## config.mk

```make
export PLATFORM = sky130hd
export DESIGN_NAME = wb_stage
export DESIGN_NICKNAME = d
export VERILOG_FILES = /design/src/rtl/wb_pkg.sv /design/src/rtl/wb_stage_reg_file.sv /design/src/rtl/wb_stage.sv
export SDC_FILE = /design/constraint.sdc
export NUM_CORES = 1
export LEC_CHECK = 0
export ABC_CLOCK_PERIOD_IN_PS = 5300
export CELL_PAD_IN_SITES_DETAIL_PLACEMENT = 1
export CELL_PAD_IN_SITES_GLOBAL_PLACEMENT = 1
export CORE_UTILIZATION = 47
export DETAILED_ROUTE_END_ITERATION = 16
export HOLD_SLACK_MARGIN = 0.06
export PLACE_DENSITY_LB_ADDON = 0.1
export REMOVE_ABC_BUFFERS = 1
export SETUP_SLACK_MARGIN = 0.15
export SLEW_MARGIN = 20
export SYNTH_ARGS = -nofsm -noshare
export SYNTH_HDL_FRONTEND = slang
export SYNTH_SLANG_ARGS = --single-unit
```

## constraint.sdc

```tcl
create_clock -name clk -period 5.3 [get_ports clk]
set_input_delay 0.795 -clock clk [delete_from_list [all_inputs] [get_ports clk]]
set_output_delay 0.795 -clock clk [all_outputs]
set_load 0.005 [all_outputs]
```

## src/rtl/wb_pkg.sv

```systemverilog
// Shared widths and constants for the write-back stage and its register file.
package wb_pkg;

  localparam int DATA_W   = 32;
  localparam int ADDR_W   = 4;
  localparam int NUM_REGS = 15;

  localparam logic [ADDR_W-1:0] REG_PC      = 4'd15;
  localparam logic [DATA_W-1:0] REG_RST_VAL = '0;

  // R15 is the PC and is owned by the fetch stage, never by this register file.
  function automatic logic is_pc(input logic [ADDR_W-1:0] idx);
    return idx == REG_PC;
  endfunction

endpackage

```

## src/rtl/wb_stage_reg_file.sv

```systemverilog
// Architectural register file R0..R14: one synchronous write port, three
// combinational read ports, async active-low reset. Index 15 reads as zero.
module reg_file
  import wb_pkg::*;
(
  input  logic              clk,
  input  logic              rst_n,
  input  logic              we,
  input  logic [ADDR_W-1:0] waddr,
  input  logic [DATA_W-1:0] wdata,
  input  logic [ADDR_W-1:0] rn_addr,
  input  logic [ADDR_W-1:0] rm_addr,
  input  logic [ADDR_W-1:0] rd_addr,
  output logic [DATA_W-1:0] rn_data,
  output logic [DATA_W-1:0] rm_data,
  output logic [DATA_W-1:0] rd_data
);

  logic [DATA_W-1:0] regs [NUM_REGS];
  logic [DATA_W-1:0] view [2**ADDR_W];

  // NOTE: this array is built from flops, not a RAM macro, so it can and must be
  // reset; sequential state is updated with non-blocking assignments only.
  always_ff @(posedge clk or negedge rst_n) begin
    if (!rst_n) begin
      for (int i = 0; i < NUM_REGS; i++) regs[i] <= REG_RST_VAL;
    end else begin
      // Per-entry compare keeps an unknown index from selecting any entry.
      for (int i = 0; i < NUM_REGS; i++) begin
        if (we && waddr == ADDR_W'(i)) regs[i] <= wdata;
      end
    end
  end

  // Full 16-entry view so every 4-bit index has a defined read value.
  for (genvar g = 0; g < 2**ADDR_W; g++) begin : g_view
    if (g < NUM_REGS) begin : g_reg
      assign view[g] = regs[g];
    end else begin : g_zero
      assign view[g] = REG_RST_VAL;
    end
  end

  assign rn_data = view[rn_addr];
  assign rm_data = view[rm_addr];
  assign rd_data = view[rd_addr];

endmodule

```

## src/rtl/wb_stage.sv

```systemverilog
// Write-back stage: result select, R15 filtering, register-file commit and
// retire counter. Define WB_BYPASS_EN for same-cycle write-through reads.
module wb_stage
  import wb_pkg::*;
(
  input  logic              clk,
  input  logic              rst_n,
  input  logic              wb_en_in,
  input  logic              mem_r_en_in,
  input  logic [ADDR_W-1:0] dest_in,
  input  logic [DATA_W-1:0] alu_res_in,
  input  logic [DATA_W-1:0] mem_res_in,
  input  logic [ADDR_W-1:0] rn_addr,
  input  logic [ADDR_W-1:0] rm_addr,
  input  logic [ADDR_W-1:0] rd_addr,
  output logic [DATA_W-1:0] rn_data,
  output logic [DATA_W-1:0] rm_data,
  output logic [DATA_W-1:0] rd_data,
  output logic [DATA_W-1:0] wb_value,
  output logic [ADDR_W-1:0] wb_dest,
  output logic              wb_valid,
  output logic [31:0]       retire_cnt
);

  logic [DATA_W-1:0] rf_rn;
  logic [DATA_W-1:0] rf_rm;
  logic [DATA_W-1:0] rf_rd;
  logic [31:0]       retire_q;

  assign wb_value = mem_r_en_in ? mem_res_in : alu_res_in;
  assign wb_dest  = dest_in;
  assign wb_valid = wb_en_in && !is_pc(dest_in);

  reg_file u_reg_file (
    .clk     (clk),
    .rst_n   (rst_n),
    .we      (wb_valid),
    .waddr   (dest_in),
    .wdata   (wb_value),
    .rn_addr (rn_addr),
    .rm_addr (rm_addr),
    .rd_addr (rd_addr),
    .rn_data (rf_rn),
    .rm_data (rf_rm),
    .rd_data (rf_rd)
  );

  // NOTE: every output of this always_comb gets a default first so no path
  // leaves it unassigned and infers a latch.
  always_comb begin
    rn_data = rf_rn;
    rm_data = rf_rm;
    rd_data = rf_rd;
`ifdef WB_BYPASS_EN
    if (wb_valid && rn_addr == dest_in) rn_data = wb_value;
    if (wb_valid && rm_addr == dest_in) rm_data = wb_value;
    if (wb_valid && rd_addr == dest_in) rd_data = wb_value;
`else
    // Stored value only; the hazard unit stalls on a WB-to-ID dependency.
`endif
  end

  // Free-running modulo-2^32 count of committed writes.
  always_ff @(posedge clk or negedge rst_n) begin
    if (!rst_n) retire_q <= '0;
    else if (wb_valid) retire_q <= retire_q + 32'd1;
  end

  assign retire_cnt = retire_q;

endmodule

```

# == Word-level counts from Yosys, hierarchy flattened ==
# Index checks and enable logic that the tools add are counted.
# Widths: inputs -> output; s select.
# classes
bitwise_logic,3
n_mux,10
n_eq_ne,15
magnitude_cmp,3
n_reduce_logical,18
add_sub_neg,1
# op_table
cell,n
$bmux 32 s4,3
$mux 32,7
$add 32x1->32 const B,1
$eq 4x4->1 const B,8
$eq 4x3->1 const B,4
$logic_and 1x1->1,16
$ge 5x5->1 const B,3
$not 4->5,3
$eq 4x2->1 const B,2
$eq 4x1->1 const B,1
$logic_not 4->1,1
$logic_not 1->1,1
# totals
output_inout_bits,165
inputBits,84
reg_bits,512

# == Depth between registers and ports, before layout ==
# logic_depth
word_depth,4
depth_mapped,7
ltp_nobuf,5

# == Cells and area by module ==
# From an unflattened synthesis, not the netlist that was laid out.
# hier_totals
hier_cells,2391
area_unflattened_um2,31747.9
# modules_own_cells
module,cells_per_inst,n_inst,area_each_um2,seq_area_each_um2
reg_file,2223,1,29903.7,12011.5
wb_stage,168,1,1844.3,800.8

# == Worst setup path before layout ==
# OpenSTA, ideal clock, no wires.
# synth_path
path_kind,in2out
from,in rn_addr[0]
to,out rn_data[10]
arrival_time_ns,2.082
t_required_ns,4.505
path_slack_ns,2.423
cell_stages,5
cell_sequence,buf_4 buf_2 mux4_2 a211oi_1 a21oi_1
# synth_between
elab_chain_len,4
# synth_lines
item,line,text
from (decl),wb_stage.sv:13,"input logic [ADDR_W-1:0] rn_addr,"
$not 4->5 (implied by the code),wb_stage_reg_file.sv:44,assign rn_data = view[rn_addr];
$bmux 32 s4,wb_stage_reg_file.sv:44,
$mux 32 (implied by the code) (2 in a row),wb_stage_reg_file.sv:44,
to (decl),wb_stage.sv:16,"output logic [DATA_W-1:0] rn_data,"
# Every way passes these cells. The select of a mux whose other input is x is not followed.

# == Final worst setup path ==
# layout_path
from,in rm_addr[0]
to,out rm_data[26]
# layout_between
elab_chain_len,4
# layout_lines
item,line,text
from (decl),wb_stage.sv:14,"input logic [ADDR_W-1:0] rm_addr,"
$not 4->5 (implied by the code),wb_stage_reg_file.sv:45,assign rm_data = view[rm_addr];
$bmux 32 s4,wb_stage_reg_file.sv:45,
$mux 32 (implied by the code) (2 in a row),wb_stage_reg_file.sv:45,
to (decl),wb_stage.sv:17,"output logic [DATA_W-1:0] rm_data,"
# Every way passes these cells. The select of a mux whose other input is x is not followed.

==> run_results.csv <==
group,metric,value,unit
power,switching_power,4.312,mW
cts,clk_pin_slew,0.06,ns
placed_design,place_hpwl,63.30,mm
yosys,ys_seq_elements,512,
yosys,yosysWarnings,0,
yosys,synth_common_cells,"dfrtp_1, a21oi_1, nor2_1",
floorplanning,io_pins,249,
drt,drtAntennaViolNets,0,
global_routing,antenna_found_initial,1,
sta,skew,0.005166,ns
yosys,ys_types,39,
sta,tns,0,ns
sta,setup_ws,1.087,ns
placed_design,portBuffers,248,
flow_run,maxCapViolCount,0,
cts,clk_latency,0.64,ns
drt,drtPass1Iterations,7,
cts,cts_buffer_depth,3,
setup_path,reg2reg_slack,3.45,ns
global_routing,global_route.peak_usage_layer,"met2",
yosys,syn_area,30730,µm²
setup_path,criticalPathCategory,"in2out",
setup_path,cp.arrival,3.42,ns
layout,final_cells,3833,
yosys,yosys.cell_count.top_type,"dfrtp_1",
global_routing,grt_max_degree,121,
setup_path,crit_path_end_kind,"primary output",
global_routing,use_met3,0.04211,
drt,wl,103.7,mm
global_routing,use_met2,0.5280,
drt,wl_per_cell,27.05,µm
power,p_clk_frac,0.300,
cts,clock_sinks,512,
global_routing,overflow,0,
layout,n_antenna_cell,0,
power,p_int,9.292,mW
global_routing,grt_pass1_wl,161.7,mm
power,combPwrFrac,0.279,
sta,timing_max_transition_violations_final,0,
cts,ctsResizeCount,0,
yosys,synthArstFlopShare,1.000,
cts,ctsHoldBuffers,0,
sta,fmaxAchievable,0.2374,GHz
sta,period_needed,4.213,ns
setup_path,cp_top_family,"buffers and inverters",
power,seq_power_share,0.421,
yosys,synth.yosys.seq_area_share,0.4170,
placed_design,dp.cells,3731,
layout,final_nets,3022,
yosys,postSynthCellCount,2822,
yosys,synth_ff_type,"dfrtp_1",
cts,htreeDepth,2,
power,power,13.60,mW
layout,area_growth,17.02,%
yosys,synthTopCellsByArea,"dfrtp_1, mux4_2, mux2i_1, a21oi_1, nor2_1",
yosys,synth_edf_count,0,
sta,maxSlewHeadroom,0.2870,
sta,tightest_slew,1.069,ns
outcome,status,"completed",
sta,hold_viol,0,
floorplanning,die_h,257.7,µm
cts,clockRootBuffer,"clkbuf_16",
sta,grt_setup_unrepaired,"no",
floorplanning,die_w,257.7,µm
global_routing,met1_usage,0.4352,
power,vdd_drop_max,253.4,µV
sta,finalCritPeriodShare,0.7948,
setup_path,critical_path_required,4.51,ns
yosys,synth_top_area_cell,"dfrtp_1",
global_routing,grtUsageTotal,0.3168,
placed_design,dp_worst_setup_slack,0.9985,ns
hold_path,hold_class,"in2async",
setup_path,start_kind,"primary input",
placed_design,globalplace.congestion,0.8302,
cts,cts_buffers,58,
yosys,post-synth-top-area-fraction,0.4170,
floorplanning,die_area,66410,µm²
setup_path,worstPathBufferInverterCount,3,
yosys,syn_avg_cell_area,10.89,µm²
layout,drive_gt1_frac,0.1716,
setup_path,path_max_fanout,39,
floorplanning,num_rows,93,
cts,postCtsSetupBuffers,0,
floorplanning,start_util,0.4758,
setup_path,critPathSlowestCell,"buf_4",
global_routing,grt_pass1_vias,26282,
sta,final-setup-viol-count,0,
drt,num_vias,24714,
floorplanning,core_area,64580,µm²
drt,initialDrtViolationCount,1712,
drt,via_per_inst,6.448,
drt,drc,0,
power,p_sw_frac,0.3170,
power,p_per_area,378.3,nW/µm²
cts,tritoncts,"done",
power,p_leak,14.72,nW
setup_path,max_stage_delay,0.57,ns
setup_path,path_cells,"clkbuf_8 -> buf_4 -> mux4_2 -> nor2b_1 -> a211oi_1 -> a21oi_1 -> clkdlybuf4s50_1",
layout by cell type, fill, tap and decap left out, types with 3 or more instances in the layout:
cell type,netlist,layout
and4_1,8,8
o2bb2ai_1,94,94
nor2_4,0,8
and2_1,5,5
mux4_2,288,288
nand4_1,7,7
clkbuf_8,0,15
mux2i_1,222,222
bufinv_16,0,3
a21oi_1,382,382
a211oi_1,96,96
buf_4,13,79
clkinv_2,0,10
inv_1,37,37
clkdlybuf4s50_1,0,234
buf_12,0,22
xnor2_1,16,16
nor2_1,302,294
clkbuf_16,0,61
dfrtp_1,512,512
nand3_1,11,11
buf_6,14,3
nor3_1,9,9
nor4_4,3,3
and3_1,3,3
nor2b_1,98,96
xor2_1,15,15
nand2b_1,7,4
nand2b_2,0,3
o21ai_0,194,194
clkbuf_1,183,14
nand2_1,205,204
flip-flops by register name, indices dropped and copies added (netlist names):
signal and cells:
u_reg_file.regs 480, retire_cnt 32
final timing paths:
check,depth (start not counted),from,endpoint
setup / recovery,7,rm_addr[0],rm_data[26]
min in group clk,1,retire_cnt[31]$_DFFE_PN0P_,retire_cnt[31]$_DFFE_PN0P_
hold reg to reg,1,retire_cnt[31]$_DFFE_PN0P_,retire_cnt[31]$_DFFE_PN0P_
hold / removal,1,rst_n,u_reg_file.regs[437]$_DFFE_PN0P_
max in group asynchronous,2,rst_n,u_reg_file.regs[443]$_DFFE_PN0P_
setup reg to reg,5,retire_cnt[0]$_DFFE_PN0P_,retire_cnt[20]$_DFFE_PN0P_
power groups by stage:
stage / Sequential (mW) / Clock, mW / Combinational, mW
2_1_floorplan: 5.45 / 0 / 2.39
3_3_place_gp: 5.62 / 0 / 3.63
3_5_place_dp: 5.74 / 0 / 3.79
4_1_cts: 5.69 / 4.15 / 3.82
5_1_grt: 5.85 / 4.30 / 4.13
6_report: 5.73 / 4.09 / 3.79
kinds of logic after synthesis:
family,after synthesis,share of synthesized area
AO/OA/AOI/OAI,768,0.1445
adder cells (fa/ha/maj),1,0.0004071
multiplexers,511,0.2838
AND/OR/NAND/NOR,673,0.09809
buffers and inverters,326,0.04748
XOR/XNOR,31,0.008836
flip-flops,512,0.4170
per-layer routing:
metal / share of wire / up-vias
met1: 0.42 / 13140
met5: 0 / -
met4: 0.026 / 0
met3: 0.053 / 185
met2: 0.50 / 740
li1: - / 10649
metrics by stage:
stage | hold WS, ns | instance area [µm²] | utilization
finish | 0.2033 | 35960 | 0.5568
floorplan | 0.4647 | 29410 | -
global route | 0.2434 | 35960 | 0.5568
detailed placement | 0.4654 | 34040 | 0.5271
CTS | 0.2223 | 35930 | 0.5564
global placement | 0.4613 | 34020 | 0.5268
worst register-to-register path, cell delays in order (launching register included):
cell and delay, ns:
dfrtp_1 0.45, ha_1 0.20, nand3_1 0.13, or3b_1 0.48, nor4_1 0.34, xor2_1 0.19
area by class of cell:
| type | count | area (µm²) |
|---|---|---|
| clock buffers | 87 | 1744 |
| flip-flops and latches | 512 | 12810 |
| inverters | 37 | 138.9 |
| fillers | 6684 | 28620 |
| multi-input cells | 1984 | 16550 |
| repair buffers | 344 | 3498 |
| clock inverters | 14 | 147.6 |
| well taps | 855 | 1070 |
Power figures use the tool's default switching activity.
